===== config.mk =====
export PLATFORM = sky130hd
export DESIGN_NAME = vga_game_ctrl
export DESIGN_NICKNAME = d
export VERILOG_FILES = /design/src/rtl/vga_game_ctrl.sv
export SDC_FILE = /design/constraint.sdc
export NUM_CORES = 1
export LEC_CHECK = 0
export BUFFER_PORTS_ARGS = -buffer_cell sky130_fd_sc_hd__buf_4
export CORE_MARGIN = 2
export CORE_UTILIZATION = 53
export CTS_CLUSTER_SIZE = 10
export DETAILED_ROUTE_END_ITERATION = 10
export GPL_ROUTABILITY_DRIVEN = 0
export GPL_TIMING_DRIVEN = 0
export PLACE_DENSITY = 0.81
export RECOVER_POWER = 25
export SLEW_MARGIN = 40
export SYNTH_ARGS = -nofsm -noshare
export SYNTH_HDL_FRONTEND = slang
export SYNTH_SLANG_ARGS = --single-unit

===== constraint.sdc =====
create_clock -name clk -period 10 [get_ports clk]
set_input_delay 2 -clock clk [delete_from_list [all_inputs] [get_ports clk]]
set_output_delay 2 -clock clk [all_outputs]
set_load 0.01 [all_outputs]

===== src/rtl/vga_game_ctrl.sv =====
// vga_game_ctrl: frame-synchronous game sequencer sitting between the PS/2
// key decoder and the VGA renderer. Owns ball/player positions and the game
// state. Each qualifying vertical-blank tick runs a MOVE cycle followed by a
// CHECK cycle (bounce + collision).
// Optional feature macro: VGA_GAME_SCORE_EN builds the survival score counter;
// without it the score output is tied to zero.
module vga_game_ctrl #(
    parameter int H_ACT     = 640,
    parameter int V_ACT     = 480,
    parameter int BALL_R    = 30,
    parameter int USER_R    = 30,
    parameter int BALL_STEP = 1,
    parameter int USER_STEP = 2,
    parameter int BALL_X0   = 200,
    parameter int BALL_Y0   = 200,
    parameter int USER_X0   = 100,
    parameter int USER_Y0   = 100,
    parameter int FRAME_DIV = 1
) (
    input  logic        clk,
    input  logic        rst,
    input  logic        frame_tick,
    input  logic [7:0]  key_code,
    output logic [10:0] ball_x,
    output logic [10:0] ball_y,
    output logic [10:0] user_x,
    output logic [10:0] user_y,
    output logic [1:0]  game_state,
    output logic        upd_busy,
    output logic        hit,
    output logic [15:0] score
);

    localparam logic [7:0] KEY_START = 8'h29;
    localparam logic [7:0] KEY_PAUSE = 8'h4D;
    localparam logic [7:0] KEY_UP    = 8'h1D;
    localparam logic [7:0] KEY_DOWN  = 8'h1B;
    localparam logic [7:0] KEY_LEFT  = 8'h1C;
    localparam logic [7:0] KEY_RIGHT = 8'h23;

    localparam logic [10:0] B_STEP = 11'(BALL_STEP);
    localparam logic [10:0] U_STEP = 11'(USER_STEP);
    localparam logic [10:0] B_MIN  = 11'(BALL_R);
    localparam logic [10:0] BX_MAX = 11'(H_ACT - BALL_R);
    localparam logic [10:0] BY_MAX = 11'(V_ACT - BALL_R);
    localparam logic [10:0] U_MIN  = 11'(USER_R);
    localparam logic [10:0] UX_MAX = 11'(H_ACT - USER_R);
    localparam logic [10:0] UY_MAX = 11'(V_ACT - USER_R);
    localparam logic [22:0] HIT_DIST_SQ = 23'((BALL_R + USER_R) * (BALL_R + USER_R));

    localparam int CNT_W = (FRAME_DIV > 1) ? $clog2(FRAME_DIV) : 1;
    localparam logic [CNT_W-1:0] CNT_LAST = CNT_W'(FRAME_DIV - 1);

    typedef enum logic [2:0] {
        ST_IDLE, ST_WAIT, ST_MOVE, ST_CHECK, ST_PAUSE, ST_OVER
    } state_t;

    state_t state_q, state_d;
    logic [10:0] ball_x_q, ball_x_d, ball_y_q, ball_y_d;
    logic [10:0] user_x_q, user_x_d, user_y_q, user_y_d;
    logic dir_x_q, dir_x_d, dir_y_q, dir_y_d;
    logic [CNT_W-1:0] cnt_q, cnt_d;
    logic [7:0] key_prev_q, key_prev_d;
    logic hit_q, hit_d;
    logic reload, busy, start_cmd, pause_cmd, collide;
    logic [10:0] dx_abs, dy_abs;
    logic [21:0] dx_sq, dy_sq;
    logic [22:0] dist_sq;

    // Step one axis towards inc/dec, saturating at the [lo, hi] range limits.
    function automatic logic [10:0] step_axis(input logic [10:0] pos, input logic inc,
                                              input logic [10:0] step, input logic [10:0] lo,
                                              input logic [10:0] hi);
        logic [11:0] sum;
        logic [11:0] floor_v;
        sum     = {1'b0, pos} + {1'b0, step};
        floor_v = {1'b0, lo} + {1'b0, step};
        if (inc)
            step_axis = (sum >= {1'b0, hi}) ? hi : sum[10:0];
        else
            step_axis = ({1'b0, pos} <= floor_v) ? lo : pos - step;
    endfunction

    assign busy      = (state_q == ST_MOVE) || (state_q == ST_CHECK);
    assign start_cmd = (key_code != key_prev_q) && (key_code == KEY_START);
    assign pause_cmd = (key_code != key_prev_q) && (key_code == KEY_PAUSE);

    // Squared centre distance between ball and player, full width so nothing truncates.
    always_comb begin
        dx_abs  = (ball_x_q >= user_x_q) ? ball_x_q - user_x_q : user_x_q - ball_x_q;
        dy_abs  = (ball_y_q >= user_y_q) ? ball_y_q - user_y_q : user_y_q - ball_y_q;
        dx_sq   = 22'(dx_abs) * 22'(dx_abs);
        dy_sq   = 22'(dy_abs) * 22'(dy_abs);
        dist_sq = 23'(dx_sq) + 23'(dy_sq);
        collide = (dist_sq <= HIT_DIST_SQ);
    end

    // Sequencer: command handling, frame division, MOVE/CHECK phases and reload.
    always_comb begin
        state_d    = state_q;
        ball_x_d   = ball_x_q;
        ball_y_d   = ball_y_q;
        user_x_d   = user_x_q;
        user_y_d   = user_y_q;
        dir_x_d    = dir_x_q;
        dir_y_d    = dir_y_q;
        cnt_d      = cnt_q;
        hit_d      = 1'b0;
        reload     = 1'b0;
        key_prev_d = busy ? key_prev_q : key_code;
        case (state_q)
            ST_IDLE: if (start_cmd) reload = 1'b1;
            ST_WAIT: begin
                if (pause_cmd) begin
                    state_d = ST_PAUSE;
                end else if (frame_tick) begin
                    if (cnt_q == CNT_LAST) begin
                        cnt_d   = '0;
                        state_d = ST_MOVE;
                    end else begin
                        cnt_d = cnt_q + 1'b1;
                    end
                end
            end
            ST_MOVE: begin
                ball_x_d = step_axis(ball_x_q, dir_x_q, B_STEP, B_MIN, BX_MAX);
                ball_y_d = step_axis(ball_y_q, dir_y_q, B_STEP, B_MIN, BY_MAX);
                case (key_code)
                    KEY_UP:    user_y_d = step_axis(user_y_q, 1'b0, U_STEP, U_MIN, UY_MAX);
                    KEY_DOWN:  user_y_d = step_axis(user_y_q, 1'b1, U_STEP, U_MIN, UY_MAX);
                    KEY_LEFT:  user_x_d = step_axis(user_x_q, 1'b0, U_STEP, U_MIN, UX_MAX);
                    KEY_RIGHT: user_x_d = step_axis(user_x_q, 1'b1, U_STEP, U_MIN, UX_MAX);
                    default:   user_x_d = user_x_q;
                endcase
                state_d = ST_CHECK;
            end
            ST_CHECK: begin
                if (ball_x_q <= B_MIN)       dir_x_d = 1'b1;
                else if (ball_x_q >= BX_MAX) dir_x_d = 1'b0;
                if (ball_y_q <= B_MIN)       dir_y_d = 1'b1;
                else if (ball_y_q >= BY_MAX) dir_y_d = 1'b0;
                if (collide) begin
                    hit_d   = 1'b1;
                    state_d = ST_OVER;
                end else begin
                    state_d = ST_WAIT;
                end
            end
            ST_PAUSE: begin
                if (pause_cmd)      state_d = ST_WAIT;
                else if (start_cmd) reload  = 1'b1;
            end
            ST_OVER: if (start_cmd) reload = 1'b1;
            default: state_d = ST_IDLE;
        endcase
        if (reload) begin
            ball_x_d = 11'(BALL_X0);
            ball_y_d = 11'(BALL_Y0);
            user_x_d = 11'(USER_X0);
            user_y_d = 11'(USER_Y0);
            dir_x_d  = 1'b1;
            dir_y_d  = 1'b0;
            cnt_d    = '0;
            state_d  = ST_WAIT;
        end
    end

    // State and position registers, restored to start values on reset.
    always_ff @(posedge clk or negedge rst) begin
        if (!rst) begin
            state_q    <= ST_IDLE;
            ball_x_q   <= 11'(BALL_X0);
            ball_y_q   <= 11'(BALL_Y0);
            user_x_q   <= 11'(USER_X0);
            user_y_q   <= 11'(USER_Y0);
            dir_x_q    <= 1'b1;
            dir_y_q    <= 1'b0;
            cnt_q      <= '0;
            key_prev_q <= 8'h00;
            hit_q      <= 1'b0;
        end else begin
            state_q    <= state_d;
            ball_x_q   <= ball_x_d;
            ball_y_q   <= ball_y_d;
            user_x_q   <= user_x_d;
            user_y_q   <= user_y_d;
            dir_x_q    <= dir_x_d;
            dir_y_q    <= dir_y_d;
            cnt_q      <= cnt_d;
            key_prev_q <= key_prev_d;
            hit_q      <= hit_d;
        end
    end

    // Map internal sequencer states onto the renderer-visible game state code.
    always_comb begin
        game_state = 2'b00;
        case (state_q)
            ST_WAIT, ST_MOVE, ST_CHECK: game_state = 2'b01;
            ST_PAUSE:                   game_state = 2'b10;
            ST_OVER:                    game_state = 2'b11;
            default:                    game_state = 2'b00;
        endcase
    end

    assign ball_x   = ball_x_q;
    assign ball_y   = ball_y_q;
    assign user_x   = user_x_q;
    assign user_y   = user_y_q;
    assign upd_busy = busy;
    assign hit      = hit_q;

`ifdef VGA_GAME_SCORE_EN
    logic [15:0] score_q, score_d;

    // Survival score: one point per clean CHECK, saturating, cleared on reload.
    always_comb begin
        score_d = score_q;
        if (reload)
            score_d = 16'h0000;
        else if ((state_q == ST_CHECK) && !collide && (score_q != 16'hFFFF))
            score_d = score_q + 16'd1;
    end

    // Score register.
    always_ff @(posedge clk or negedge rst) begin
        if (!rst) score_q <= 16'h0000;
        else      score_q <= score_d;
    end

    assign score = score_q;
`else
    assign score = 16'h0000;
`endif

endmodule


After elaboration in Yosys (flattened, before gate mapping) --
Cells that the tools add are included.
Storage, ports and cells: register bits 59, bits in latches 0, RAM bits 0, memory bits (read-only) 0, input port bits 11, output and inout bits 64, logic and storage cells 126, memories kept 0
Operators by class: add/sub/neg operators 14, multiply operators 2, divide/modulo/power cells 0, order comparisons 15, equality and inequality tests 17, shift operators 0, muxes and demuxes 48, bitwise gates (word level) 0, reductions and logical operators 20
Operators by type and width (count):
- $mux W11 | 20
- $le A11 B5 Y1 const B | 4
- $mul A11 B11 Y22 | 2
- $pmux W11 S2 | 2
- $sub A11 B11 Y11 | 4
- $add A11 B1 Y12 const B | 2
- $add A11 B2 Y12 const B | 2
- $eq A8 B5 Y1 const B | 3
- $ge A12 B10 Y1 const B | 2
- $ge A12 B9 Y1 const B | 2
- $add A22 B22 Y23 | 1
- $le A23 B12 Y1 const B | 1
- $ge A11 B11 Y1 | 2
- $le A11 B6 Y1 const B | 2
- $sub A11 B1 Y11 const B | 2
- $sub A11 B2 Y11 const B | 2
- $mux W3 | 6
- $mux W1 | 17
- $eq A8 B6 Y1 const B | 2
- $pmux W3 S5 | 1
- $reduce_bool A3 Y1 | 4
- $ge A11 B10 Y1 const B | 1
- $ge A11 B9 Y1 const B | 1
- $eq A8 B7 Y1 const B | 1
- other kinds (20) | 30

Logic depth before layout (Yosys ltp) --
word-level depth 8, mapped depth 39, gate-level depth less buffers 36

Worst setup path after synthesis --
Ideal clock, no wire load.
kind reg-to-reg, start point reg ball_y_q[6], in the netlist ball_y[6], end point reg state_q[2], setup time 78 ps, arrival 9023 ps, required time 9922 ps, path slack 899 ps, stages on the path, launching flop included 32, buffers on the path 2, period minus slack after synthesis 9101 ps, cells stage by stage dfstp_2 -> clkbuf_1 -> inv_1 -> ha_1 -> and4_1 -> and4_1 -> a211oi_1 -> o21ai_2 -> a2111oi_0 -> a21oi_1 -> xnor2_1 -> buf_2 -> or2_2 -> fa_1 -> fa_1 -> inv_1 -> fa_1 -> fa_1 -> fa_1 -> fa_1 -> inv_1 -> fa_1 -> inv_1 -> ha_1 -> and3_1 -> a221oi_1 -> a21boi_2 -> o21ai_1 -> mux2_2 -> or3_1 -> nor4_1 -> o21bai_1
Between the ends: cells in the longest elaborated chain, start to end 8, elaborated cells between the ends (all ways) 10, classes of those cells add/sub (3); mul (1); order compare (2); mux (4)
RTL lines:
- from (decl) | RTL line 59 | logic [10:0] ball_x_q, ball_x_d, ball_y_q, ball_y_d;
- from (signal assigned) | RTL line 173 | ball_y_q <= 11'(BALL_Y0);
- from (signal assigned) | RTL line 184 | ball_y_q <= ball_y_d;
- $sub A11 B11 Y11 / $ge A11 B11 Y1 (equally long branches) | RTL line 91 | dy_abs = (ball_y_q >= user_y_q) ? ball_y_q - user_y_q : user_y_q - ball_y_q;
- $mux W11 * | RTL line 91
- $mul A11 B11 Y22 * | RTL line 93 | dy_sq = 22'(dy_abs) * 22'(dy_abs);
- $add A22 B22 Y23 * | RTL line 94 | dist_sq = 23'(dx_sq) + 23'(dy_sq);
- $le A23 B12 Y1 * | RTL line 95 | collide = (dist_sq <= HIT_DIST_SQ);
- $mux W3 * | RTL line 142 | if (collide) begin
- $pmux W3 S5 * | RTL line 111 | case (state_q)
- $mux W3 * | RTL line 156 | if (reload) begin
- to (signal assigned) | RTL line 182 | state_q <= state_d;
- to (decl) | RTL line 58 | state_t state_q, state_d;
Every way passes the cells marked *; elsewhere a longest branch is shown, timed or not. A chain may end at the register's enable or synchronous reset.

Worst setup path in the final report --
start point reg ball_y_q[4], in the netlist ball_y[4], end point reg hit_q, in the netlist hit
Between the ends: cells in the longest elaborated chain, start to end 7, elaborated cells between the ends (all ways) 9, classes of those cells add/sub (3); mul (1); order compare (2); mux (3)
RTL lines:
- $sub A11 B11 Y11 / $ge A11 B11 Y1 (equally long branches) | RTL line 91
- $mux W11 * | RTL line 91
- $mul A11 B11 Y22 * | RTL line 93
- $add A22 B22 Y23 * | RTL line 94
- $le A23 B12 Y1 * | RTL line 95
- $mux W1 * | RTL line 142
- $mux W1 * | RTL line 111
- via hit_d | RTL line 64 | logic hit_q, hit_d;
- to (signal assigned) | RTL line 191 | hit_q <= hit_d;
- to (decl) | RTL line 64
The timed path passes the listed nets; every way through them passes the cells marked *.

==> results.toml <==
[outcome]
status = "complete, but fails checks"
violations = "capacitance limit, slew limit"

[clock_tree]
cts_tree = "built"
tritoncts.num_buffers = 5
worst_setup_hold_path_clk_slew_ps = 70
clock_path_buffers = 2
clock_latency_ps = 310
cts_root_buf = "clkbuf_16"
hold_buffers = 0
cts.htree.levels = 2
clock_sink_count = 56

[setup_path]
cpPeakStageDelay_ps = 560
crit_arrival_ps = 9940
critical_path_class = "reg2reg"
worst_path_max_delay_cell = "fa_1"
reg2reg_setup_slack_ps = 310
cp_common_cell = "fa_1"
startpoint_type = "flip-flop"
critPathMaxFanout = 10
cp.required_ps = 10240
cp-end-kind = "flip-flop"

[timing]
slew_headroom_pct = -110
hold_viol = 0
final-max-slew-violation-count = 57
layout_setup_ws_ps = 306
setup_viol = 0
post-route-period-util_pct = 96.9
worst_pin_slew_ps = 3160
max_freq_mhz = 103
period_minus_slack_ps = 9690
skew_ps = 8.82

[grt]
overflow = 0
antenna_found_initial = 0
grt_pass1_wl_um = 58100
grt_use_total_pct = 26.9
first_global_vias = 11900
grt_max_degree = 57

[final_layout]
antenna_cells = 0
fillers = 2093
seqCellArea_mm2 = 0.00143
post-route-util_pct = 60.5
layout.nets = 2071
mostFrequentLayoutCells = "285 x inv_1, 175 x nor2_1, 170 x fa_1, 138 x ha_1, 122 x nand2_1"
area_growth_pct = 11.4
drive_gt1_share_pct = 13.1
final_common_cell = "inv_1"
multi_input_area_mm2 = 0.0108

[floorplanning]
coreArea_mm2 = 0.0245
std_cell_rows = 57
initial_utilization_pct = 54.3
ios = 75
die_area_mm2 = 0.0264
dieHeight_um = 162
die_w_um = 162

[drt]
ant_nets = 0
wl_um = 34900
drt_pass1_iterations = 6
wire_per_inst_um = 16.9
vias = 12100
drc = 0
drt_first_iter_violations = 1127
vias_per_cell = 5.85

[synthesis]
syn_area_mm2 = 0.0133
syn_inst = 1647
ys.flop_type = "dfrtp_1"
synth_enable_flop_cells = 0
ys_ff_latch = 56
async_flop_share_pct = 100
ys_warn_count = 0
synth_cell_type_count = 89
avgSynthCellArea_um2 = 8.07
ys_seq_area_share_pct = 10.7

[placement]
port_buffers = 56
hpwlAfterDp_um = 28000
dp_slack_ps = -863

[worst_hold_path]
hp-class = "reg2reg"

[job]
maxCapViolations = 1
==> cell type report <==
| cell class | count | area share [%] |
|---|---|---|
| timing repair buffer | 78 | 3.73 |
| sequential | 56 | 9.67 |
| clock buffer | 7 | 0.963 |
| inverter | 300 | 7.76 |
| tap | 324 | 2.74 |
| buffer | 59 | 2.37 |
| multi-input combinational | 1244 | 72.7 |
| clock inverter | 1 | 0.0507 |
==> stage by stage <==
stage	TNS (ps)	instance area [um2]	hold WS (ps)	instances
floorplan	0	13400	438	1665
global placement	-1630	14200	454	2045
detailed placement	-1630	14200	466	2045
CTS	0	14500	484	2056
global route	-30.1	14800	513	2069
finish	0	14800	483	2069
==> worst max-delay path, delay by kind of cell (launching register included) <==
kind | cells | cell delay, ps
fa+ha+maj | 9 | 4460
compound gates | 8 | 1630
flops | 1 | 430
buf+inv | 8 | 1070
mux | 1 | 290
simple gates | 5 | 1530
xor+xnor | 1 | 210
==> cells in the mapped netlist, drive strengths merged (8+ instances only) <==
cell / count / share of area [%]
a211oi: 12 / 0.72
a21o: 19 / 1.1
a21oi: 100 / 3.8
a31oi: 19 / 0.89
and3: 9 / 0.42
buf: 35 / 1.7
clkbuf: 30 / 0.85
dfrtp: 43 / 8.1
dfstp: 13 / 2.6
fa: 170 / 26
ha: 146 / 14
inv: 295 / 8.3
mux2i: 10 / 0.75
nand2: 124 / 3.5
nand2b: 17 / 0.80
nand3: 41 / 1.5
nand4: 9 / 0.42
nor2: 178 / 5.1
nor3: 38 / 1.5
nor4: 13 / 0.72
o211ai: 12 / 0.68
o21a: 8 / 0.45
o21ai: 91 / 3.5
o21bai: 9 / 0.51
or2: 12 / 0.56
or3: 8 / 0.38
xnor2: 46 / 3.0
xor2: 13 / 0.91
==> worst paths after layout <==
check	cells past startpoint	end	from
min reg2reg	2	key_prev_q[0]$_DFFE_PN0P_	key_prev_q[0]$_DFFE_PN0P_
max in group asynchronous	1	ball_x[8]$_DFFE_PN0P_	rst
max reg2reg	32	hit$_DFF_PN0_	ball_y[4]$_DFFE_PN0P_
min in group asynchronous	1	user_y[3]$_DFFE_PN0P_	rst
min	2	key_prev_q[0]$_DFFE_PN0P_	key_prev_q[0]$_DFFE_PN0P_
max	32	hit$_DFF_PN0_	ball_y[4]$_DFFE_PN0P_
==> layer usage <==
layer	routed length, um	global-route usage (%)
met1	14800	37.2
met2	16900	45.8
met3	2410	2.27
met4	801	6.96
met5	0	0
==> state kept, by name, summed over array words and instances, names as in the netlist <==
register	count
ball_x	11
hit	1
dir_x_q	1
user_y	10
user_x	10
ball_y	11
key_prev_q	8
dir_y_q	1
state_q	3
==> what timing repair did <==
item,in CTS,in global routing
buffers inserted,6,16
endpoints found under the setup margin,2,2
gates cloned,0,0
resized for setup,21,78
pin swaps,4,7
==> kinds of logic after synthesis <==
kind of cell / synth area share [%]
other: 0.0565
AOI/OAI and AO/OA: 16.5
xor gates and xnor gates: 3.95
and+or+nand+nor: 17.2
DFF: 10.7
adders and majority gates: 39.4
muxes: 1.18
buffers and inverters: 11.0
Power is left out: the tool's default activity adds up to more than one toggle a clock period on the data nets, which glitch-free logic cannot reach.
